[src/rtl/bcd_score_display_if.sv]
// Score/brightness inputs and display pin outputs of the two-digit BCD display driver.
// The score source drives the master side; the display driver is the slave.
interface bcd_score_display_if;
    logic       load;
    logic [3:0] bcd0;
    logic [3:0] bcd1;
    logic [3:0] bright;
    logic [6:0] seg;
    logic [1:0] dig;
    logic       err;

    modport master (
        output load, bcd0, bcd1, bright,
        input  seg, dig, err
    );

    modport slave (
        input  load, bcd0, bcd1, bright,
        output seg, dig, err
    );
endinterface

[src/rtl/bcd_score_display.sv]
// Two-digit multiplexed 7-segment driver for the BCD score: shadow capture,
// slot-aligned transfer, ghost-blanking guard, PWM dimming and leading-zero blanking.
module bcd_score_display #(
    parameter int REFRESH_DIV   = 1024,
    parameter int GUARD         = 16,
    parameter int ACTIVE_LOW    = 1,
    parameter int BLANK_LEADING = 1
) (
    input  logic                 clk,
    input  logic                 clr,
    bcd_score_display_if.slave   bus
);
    localparam int CW = (REFRESH_DIV > 2) ? $clog2(REFRESH_DIV) : 1;
    localparam logic [CW-1:0] CNT_LAST   = CW'(REFRESH_DIV - 1);
    localparam logic [CW-1:0] GUARD_LAST = CW'(GUARD - 1);
    localparam logic [6:0]    SEG_OFF    = (ACTIVE_LOW != 0) ? 7'h7F : 7'h00;
    localparam logic [1:0]    DIG_OFF    = (ACTIVE_LOW != 0) ? 2'b11 : 2'b00;

    typedef enum logic [1:0] {GUARD0, SHOW0, GUARD1, SHOW1} state_t;

    state_t        state_q, state_d;
    logic [CW-1:0] cnt_q, cnt_d;
    logic [3:0]    phase_q, phase_d;
    logic [3:0]    sh0_q, sh0_d, sh1_q, sh1_d;
    logic [3:0]    disp0_q, disp0_d, disp1_q, disp1_d;
    logic          err_q, err_d;
    logic [6:0]    seg_q, seg_d;
    logic [1:0]    dig_q, dig_d;

    logic       slot_end;
    logic       lit;
    logic [6:0] seg_hi;
    logic [1:0] dig_hi;

    function automatic logic [6:0] seg_decode(input logic [3:0] v);
        case (v)
            4'd0:    seg_decode = 7'h3F;
            4'd1:    seg_decode = 7'h06;
            4'd2:    seg_decode = 7'h5B;
            4'd3:    seg_decode = 7'h4F;
            4'd4:    seg_decode = 7'h66;
            4'd5:    seg_decode = 7'h6D;
            4'd6:    seg_decode = 7'h7D;
            4'd7:    seg_decode = 7'h07;
            4'd8:    seg_decode = 7'h7F;
            4'd9:    seg_decode = 7'h6F;
            default: seg_decode = 7'h40;
        endcase
    endfunction

    always_ff @(posedge clk or posedge clr) begin
        if (clr) begin
            state_q <= GUARD0;
            cnt_q   <= '0;
            phase_q <= '0;
            sh0_q   <= '0;
            sh1_q   <= '0;
            disp0_q <= '0;
            disp1_q <= '0;
            err_q   <= 1'b0;
            seg_q   <= SEG_OFF;
            dig_q   <= DIG_OFF;
        end else begin
            state_q <= state_d;
            cnt_q   <= cnt_d;
            phase_q <= phase_d;
            sh0_q   <= sh0_d;
            sh1_q   <= sh1_d;
            disp0_q <= disp0_d;
            disp1_q <= disp1_d;
            err_q   <= err_d;
            seg_q   <= seg_d;
            dig_q   <= dig_d;
        end
    end

    always_comb begin
        slot_end = (cnt_q == CNT_LAST);
        state_d  = state_q;
        cnt_d    = slot_end ? '0 : cnt_q + CW'(1);
        phase_d  = phase_q + 4'd1;

        case (state_q)
            GUARD0:  if (cnt_q == GUARD_LAST) state_d = SHOW0;
            SHOW0:   if (slot_end)            state_d = GUARD1;
            GUARD1:  if (cnt_q == GUARD_LAST) state_d = SHOW1;
            SHOW1:   if (slot_end)            state_d = GUARD0;
            default:                          state_d = GUARD0;
        endcase

        sh0_d = bus.load ? bus.bcd0 : sh0_q;
        sh1_d = bus.load ? bus.bcd1 : sh1_q;

        // Display registers only move on a slot-start edge; a coincident load bypasses the shadow.
        disp0_d = disp0_q;
        disp1_d = disp1_q;
        if (slot_end) begin
            disp0_d = sh0_d;
            disp1_d = sh1_d;
        end

        err_d = err_q | (bus.load & ((bus.bcd0 > 4'd9) | (bus.bcd1 > 4'd9)));

        lit    = (bus.bright == 4'hF) || (phase_q < bus.bright);
        seg_hi = 7'h00;
        dig_hi = 2'b00;
        if (state_q == SHOW0 && lit) begin
            seg_hi = seg_decode(disp0_q);
            dig_hi = 2'b01;
        end else if (state_q == SHOW1 && lit &&
                     !(BLANK_LEADING != 0 && disp1_q == 4'd0)) begin
            seg_hi = seg_decode(disp1_q);
            dig_hi = 2'b10;
        end

        seg_d = (ACTIVE_LOW != 0) ? ~seg_hi : seg_hi;
        dig_d = (ACTIVE_LOW != 0) ? ~dig_hi : dig_hi;
    end

    assign bus.seg = seg_q;
    assign bus.dig = dig_q;
    assign bus.err = err_q;
endmodule

[src/flat_wrapper.sv]
// flat-port wrapper written by rule: the top's interface ports become plain ports
module bcd_score_display_flat 
#(
    parameter int REFRESH_DIV   = 1024,
    parameter int GUARD         = 16,
    parameter int ACTIVE_LOW    = 1,
    parameter int BLANK_LEADING = 1
)
  (clk, clr, bus_load, bus_bcd0, bus_bcd1, bus_bright, bus_seg, bus_dig, bus_err);
  bcd_score_display_if bus_i ();
  input  logic clk;
  input  logic clr;
  input wire logic [$bits(bus_i.load)-1:0] bus_load;
  input wire logic [$bits(bus_i.bcd0)-1:0] bus_bcd0;
  input wire logic [$bits(bus_i.bcd1)-1:0] bus_bcd1;
  input wire logic [$bits(bus_i.bright)-1:0] bus_bright;
  output wire logic [$bits(bus_i.seg)-1:0] bus_seg;
  output wire logic [$bits(bus_i.dig)-1:0] bus_dig;
  output wire logic [$bits(bus_i.err)-1:0] bus_err;
  assign bus_i.load = bus_load;
  assign bus_i.bcd0 = bus_bcd0;
  assign bus_i.bcd1 = bus_bcd1;
  assign bus_i.bright = bus_bright;
  assign bus_seg = bus_i.seg;
  assign bus_dig = bus_i.dig;
  assign bus_err = bus_i.err;
  bcd_score_display #(.REFRESH_DIV(REFRESH_DIV), .GUARD(GUARD), .ACTIVE_LOW(ACTIVE_LOW), .BLANK_LEADING(BLANK_LEADING)) u_core (.clk(clk), .clr(clr), .bus(bus_i));
endmodule
[config.mk]
export PLATFORM = sky130hd
export DESIGN_NAME = bcd_score_display_flat
export DESIGN_NICKNAME = d
export VERILOG_FILES = /design/src/rtl/bcd_score_display_if.sv /design/src/rtl/bcd_score_display.sv /design/src/flat_wrapper.sv
export SDC_FILE = /design/constraint.sdc
export NUM_CORES = 1
export LEC_CHECK = 0
export CAP_MARGIN = 5
export CELL_PAD_IN_SITES_DETAIL_PLACEMENT = 0
export CELL_PAD_IN_SITES_GLOBAL_PLACEMENT = 1
export CORE_MARGIN = 2
export CORE_UTILIZATION = 44
export CTS_BUF_LIST = sky130_fd_sc_hd__clkbuf_16
export DETAILED_ROUTE_END_ITERATION = 6
export PLACE_DENSITY_LB_ADDON = 0.1
export SETUP_SLACK_MARGIN = 0.05
export SLEW_MARGIN = 20
export SYNTH_ARGS = -nofsm -noshare
export SYNTH_HDL_FRONTEND = slang
export SYNTH_SLANG_ARGS = --single-unit
export TNS_END_PERCENT = 20
[constraint.sdc]
create_clock -name clk -period 2.1 [get_ports clk]
set_clock_uncertainty 0.1 [all_clocks]
set_input_delay 0.21 -clock clk [delete_from_list [all_inputs] [get_ports clk]]
set_output_delay 0.21 -clock clk [all_outputs]
set_load 0.01 [all_outputs]
==> qor.yml <==
power.combinational.fraction_pct: 5.5
period_share_pct: 89.72
timing_worst_setup_path_type: "flip-flop to flip-flop"
first_global_vias: 1624
ff2ff_path_depth: 5
cell_internal_pwr_mw: 1.311
fp.dieW_um: 75.43
fmax_ghz: 0.5308
seqPwrFrac_pct: 50.1
clkLatencyLatePin_ns: 0.28
power.static_leakage_nw: 1.240
diodes: 0
worstSetupStartpoint: "u_core.cnt_q[0]"
cpLargestDelayFamily: "simple AND/OR/NAND/NOR gates"
grt_setup_unrepaired: "false"
design.final.nets: 272
worst_path_max_delay_cell: "sky130_fd_sc_hd__dfrtp_1"
rrSetupSlack_ns: 0.22
worst_ep_required_time_ns: 2.17
hpwlAfterDp_um: 3064
initial_utilization_pct: 46.60
status: "completed"
path_buf_inv: 1
p_switching_mw: 0.3467
maxSlewViolCount: 0
power.clock.fraction_pct: 44.4
syn-num-nets: 243
multiInputGateArea_um2: 1087
regToRegEndpoint: "u_core.disp1_q[3]"
drt_iter0_markers: 65
timing_worst_slew_pin_value_ns: 0.5169
postSynthCellCount: 206
cts.hold.buffers_added: 0
yosys_register_bits: 42
placeableCoreArea_um2: 4817
antenna_violations_before_repair: 0
buffer_ports.inserted: 24
power.share.switching_pct: 20.92
routed_wire_length_per_instance_um: 13.34
route.vias.total: 1566
vdd_ir_drop_max_mv: 0.3385
dieHeight_um: 75.43
areaGrowthSynthToFinish_pct: 21.07
io_pins: 25
grt_first_pass_wirelength_um: 7086
timing.critical_path.fanout_max: 20
worst_ep_arrival_time_ns: 1.95
cell_chosen_for_the_clock_root: "sky130_fd_sc_hd__clkbuf_16"
ctsLongestPathBuffers: 2
post_drt_via_cell_ratio: 5.168
fp.dieArea_um2: 5689
worst_hold_margin_ns: 0.2900
seq_area_frac_synth_pct: 47.32
globalRouteMet2Util_pct: 28.79
grt_busiest_layer: "met2"
timing.final.hold_violations: 0
gr-usage-all-layers_pct: 16.28
fin_total_pwr_mw: 1.657
mappedNetlistArea_um2: 2245
maxCapViolations: 0
detail-route-antenna-nets: 0
drtPass1Iterations: 4
cts_post_setup_buffers_inserted: 0
setup_total_negative_slack_ns: 0
htree_depth: 2
yosysWarningCount: 0
use_met1_pct: 19.39
fillerInstances: 416
cts.sinks: 42
fin_crit_ns: 1.884
cts.repair.resized: 0
grt_max_degree: 43
groute.layer.met3.usage_pct: 3.439
worstHoldPathType: "primary input to async pin"
timing.rr.start: "u_core.cnt_q[0]"
num_rows: 25
cts.reportedPaths.clkPinSlew_ns: 0.06
startpoint_type: "flip-flop"
stdcell_area_um2: 2718
gr-total-overflow: 0
critPathCaptureType: "flip-flop"
total_clock_buffers_created_by_cts: 5
syn_area_per_cell_um2: 10.90
power_per_cell_area_nw_per_um2: 609.9
finalWirelength_um: 4042
layout.area.seq_um2: 1062
setup-violations-final: 0
detail_route.drc_violations: 0
synth.lib_cells_used.distinct: 43
post_route_cells_drive_above_1_share_pct: 16.10
placed_area_um2: 2575
slew_headroom_pct: 65.54
finalWeightedCongestion: 0.7701
worst_path_cell_trace: "ha_1, nand3_4, nor4_4, buf_4, mux2_2"
clock_tree_from_tritoncts: "built"
cpPeakStageDelay_ns: 0.38
cell usage in the layout, fill, tap and decap left out, types with 4 or more instances in the layout:
| cell | instances |
|---|---|
| sky130_fd_sc_hd__dfrtp_1 | 33 |
| sky130_fd_sc_hd__o21ai_0 | 12 |
| sky130_fd_sc_hd__nand2_1 | 10 |
| sky130_fd_sc_hd__nand2b_1 | 6 |
| sky130_fd_sc_hd__a211oi_1 | 4 |
| sky130_fd_sc_hd__clkbuf_16 | 5 |
| sky130_fd_sc_hd__mux2_2 | 9 |
| sky130_fd_sc_hd__dfstp_2 | 9 |
| sky130_fd_sc_hd__a21oi_1 | 4 |
| sky130_fd_sc_hd__o22ai_1 | 5 |
| sky130_fd_sc_hd__ha_1 | 22 |
| sky130_fd_sc_hd__inv_1 | 18 |
| sky130_fd_sc_hd__nor2_1 | 16 |
| sky130_fd_sc_hd__xor2_1 | 6 |
| sky130_fd_sc_hd__nand3_1 | 4 |
| sky130_fd_sc_hd__buf_4 | 5 |
| sky130_fd_sc_hd__clkdlybuf4s50_1 | 24 |
| sky130_fd_sc_hd__mux2i_1 | 4 |
routing by layer:
metal	share of wire [%]	vias to the layer above
li1	-	770
met1	45	770
met2	51	22
met3	3.4	4
met4	0.72	0
met5	0	-
power groups by stage:
stage          Combinational [mW]  Sequential, mW  Clock, mW
2_1_floorplan              0.0442           0.844          0
3_3_place_gp               0.0889           0.844          0
3_5_place_dp               0.0934           0.845          0
4_1_cts                    0.0942           0.831      0.754
5_1_grt                     0.102           0.832      0.788
6_report                   0.0911           0.831      0.736
state kept, by name (all words and copies together) (netlist names):
| name | flops |
|---|---|
| u_core.cnt_q | 10 |
| u_core.bus.seg | 7 |
| u_core.disp0_q | 4 |
| u_core.disp1_q | 4 |
| u_core.phase_q | 4 |
| u_core.sh0_q | 4 |
| u_core.sh1_q | 4 |
| u_core.bus.dig | 2 |
| u_core.state_q | 2 |
| u_core.bus.err | 1 |
Yosys cell counts:
cell / n / area, um2
sky130_fd_sc_hd__dfrtp_1: 33 / 825.8
sky130_fd_sc_hd__ha_1: 22 / 275.3
sky130_fd_sc_hd__inv_1: 17 / 63.81
sky130_fd_sc_hd__nor2_1: 16 / 60.06
sky130_fd_sc_hd__o21ai_0: 12 / 60.06
sky130_fd_sc_hd__nand2_1: 10 / 37.54
sky130_fd_sc_hd__dfstp_2: 9 / 236.5
sky130_fd_sc_hd__mux2_2: 9 / 101.4
sky130_fd_sc_hd__nand2b_1: 6 / 37.54
sky130_fd_sc_hd__xor2_1: 6 / 52.55
sky130_fd_sc_hd__clkbuf_1: 5 / 18.77
sky130_fd_sc_hd__o22ai_1: 5 / 31.28
sky130_fd_sc_hd__a211oi_1: 4 / 30.03
sky130_fd_sc_hd__a21oi_1: 4 / 20.02
sky130_fd_sc_hd__mux2i_1: 4 / 40.04
sky130_fd_sc_hd__nand3_1: 4 / 20.02
sky130_fd_sc_hd__a22o_1: 3 / 26.28
sky130_fd_sc_hd__o211ai_1: 3 / 22.52
sky130_fd_sc_hd__o21a_1: 3 / 22.52
sky130_fd_sc_hd__xnor2_1: 3 / 26.28
sky130_fd_sc_hd__a21boi_0: 2 / 15.01
sky130_fd_sc_hd__nand4_1: 2 / 12.51
sky130_fd_sc_hd__nor2b_1: 2 / 12.51
sky130_fd_sc_hd__nor3_1: 2 / 10.01
sky130_fd_sc_hd__o21ai_1: 2 / 10.01
sky130_fd_sc_hd__a211o_1: 1 / 8.760
sky130_fd_sc_hd__a211oi_2: 1 / 12.51
sky130_fd_sc_hd__a21o_1: 1 / 7.510
sky130_fd_sc_hd__a31oi_1: 1 / 6.260
sky130_fd_sc_hd__and3_2: 1 / 7.510
sky130_fd_sc_hd__and4_1: 1 / 8.760
sky130_fd_sc_hd__buf_2: 1 / 5.000
sky130_fd_sc_hd__buf_4: 1 / 7.510
sky130_fd_sc_hd__mux2_1: 1 / 11.26
sky130_fd_sc_hd__nand3_4: 1 / 17.52
sky130_fd_sc_hd__nand3b_1: 1 / 7.510
sky130_fd_sc_hd__nor4_2: 1 / 12.51
sky130_fd_sc_hd__nor4_4: 1 / 21.27
sky130_fd_sc_hd__o22a_2: 1 / 10.01
sky130_fd_sc_hd__o41ai_1: 1 / 8.760
sky130_fd_sc_hd__or2_2: 1 / 6.260
sky130_fd_sc_hd__or3_1: 1 / 6.260
sky130_fd_sc_hd__or4_4: 1 / 11.26
worst reg2reg max path, delay by kind of cell (launching register included):
| family | cells | cell delay, ns |
|---|---|---|
| flip-flops | 1 | 0.38 |
| buffers and inverters | 1 | 0.26 |
| AND/OR/NAND/NOR | 2 | 0.41 |
| adder cells (fa/ha/maj) | 1 | 0.27 |
| multiplexers | 1 | 0.36 |
metrics by stage:
| step | util, % | setup slack (ns) | std cells |
|---|---|---|---|
| 5_1_grt | 56.42 | 0.08781 | 303 |
| 3_3_place_gp | 53.45 | 0.2601 | 295 |
| 4_1_cts | 56.42 | 0.2177 | 303 |
| 6_report | 56.42 | 0.2159 | 303 |
| 3_5_place_dp | 53.45 | 0.2213 | 295 |
| 2_1_floorplan | - | 0.3529 | 206 |
how the worst max path moves through the flow:
stage	slack, ns	to	cells after the start
after floorplan	0.35	u_core.state_q[1]	4
after global placement	0.26	u_core.bus.seg[3]	7
after detailed placement	0.22	u_core.bus.seg[3]	7
after CTS	0.22	u_core.disp1_q[3]	5
after global routing	0.09	u_core.disp1_q[3]	5
final	0.22	u_core.disp1_q[3]	5
cell families (layout without fill, tap and decap cells):
logic type | count (synthesis) | count (layout) | synth area share, %
simple gates | 51 | 51 | 12.88
fa+ha+maj | 22 | 22 | 12.26
xor+xnor | 9 | 9 | 3.512
compound gates | 44 | 44 | 12.99
buf+inv | 24 | 54 | 4.236
flops | 42 | 42 | 47.32
mux | 14 | 14 | 6.801
layout make-up:
cell class	count	area share, %
clock inverter	3	0.6446
inverter	17	2.348
tap	67	3.085
clock buffer	5	4.604
sequential	42	39.09
multi-input combinational	140	40.01
timing repair buffer	29	10.22
No activity file was read; power rests on OpenSTA's default activity.
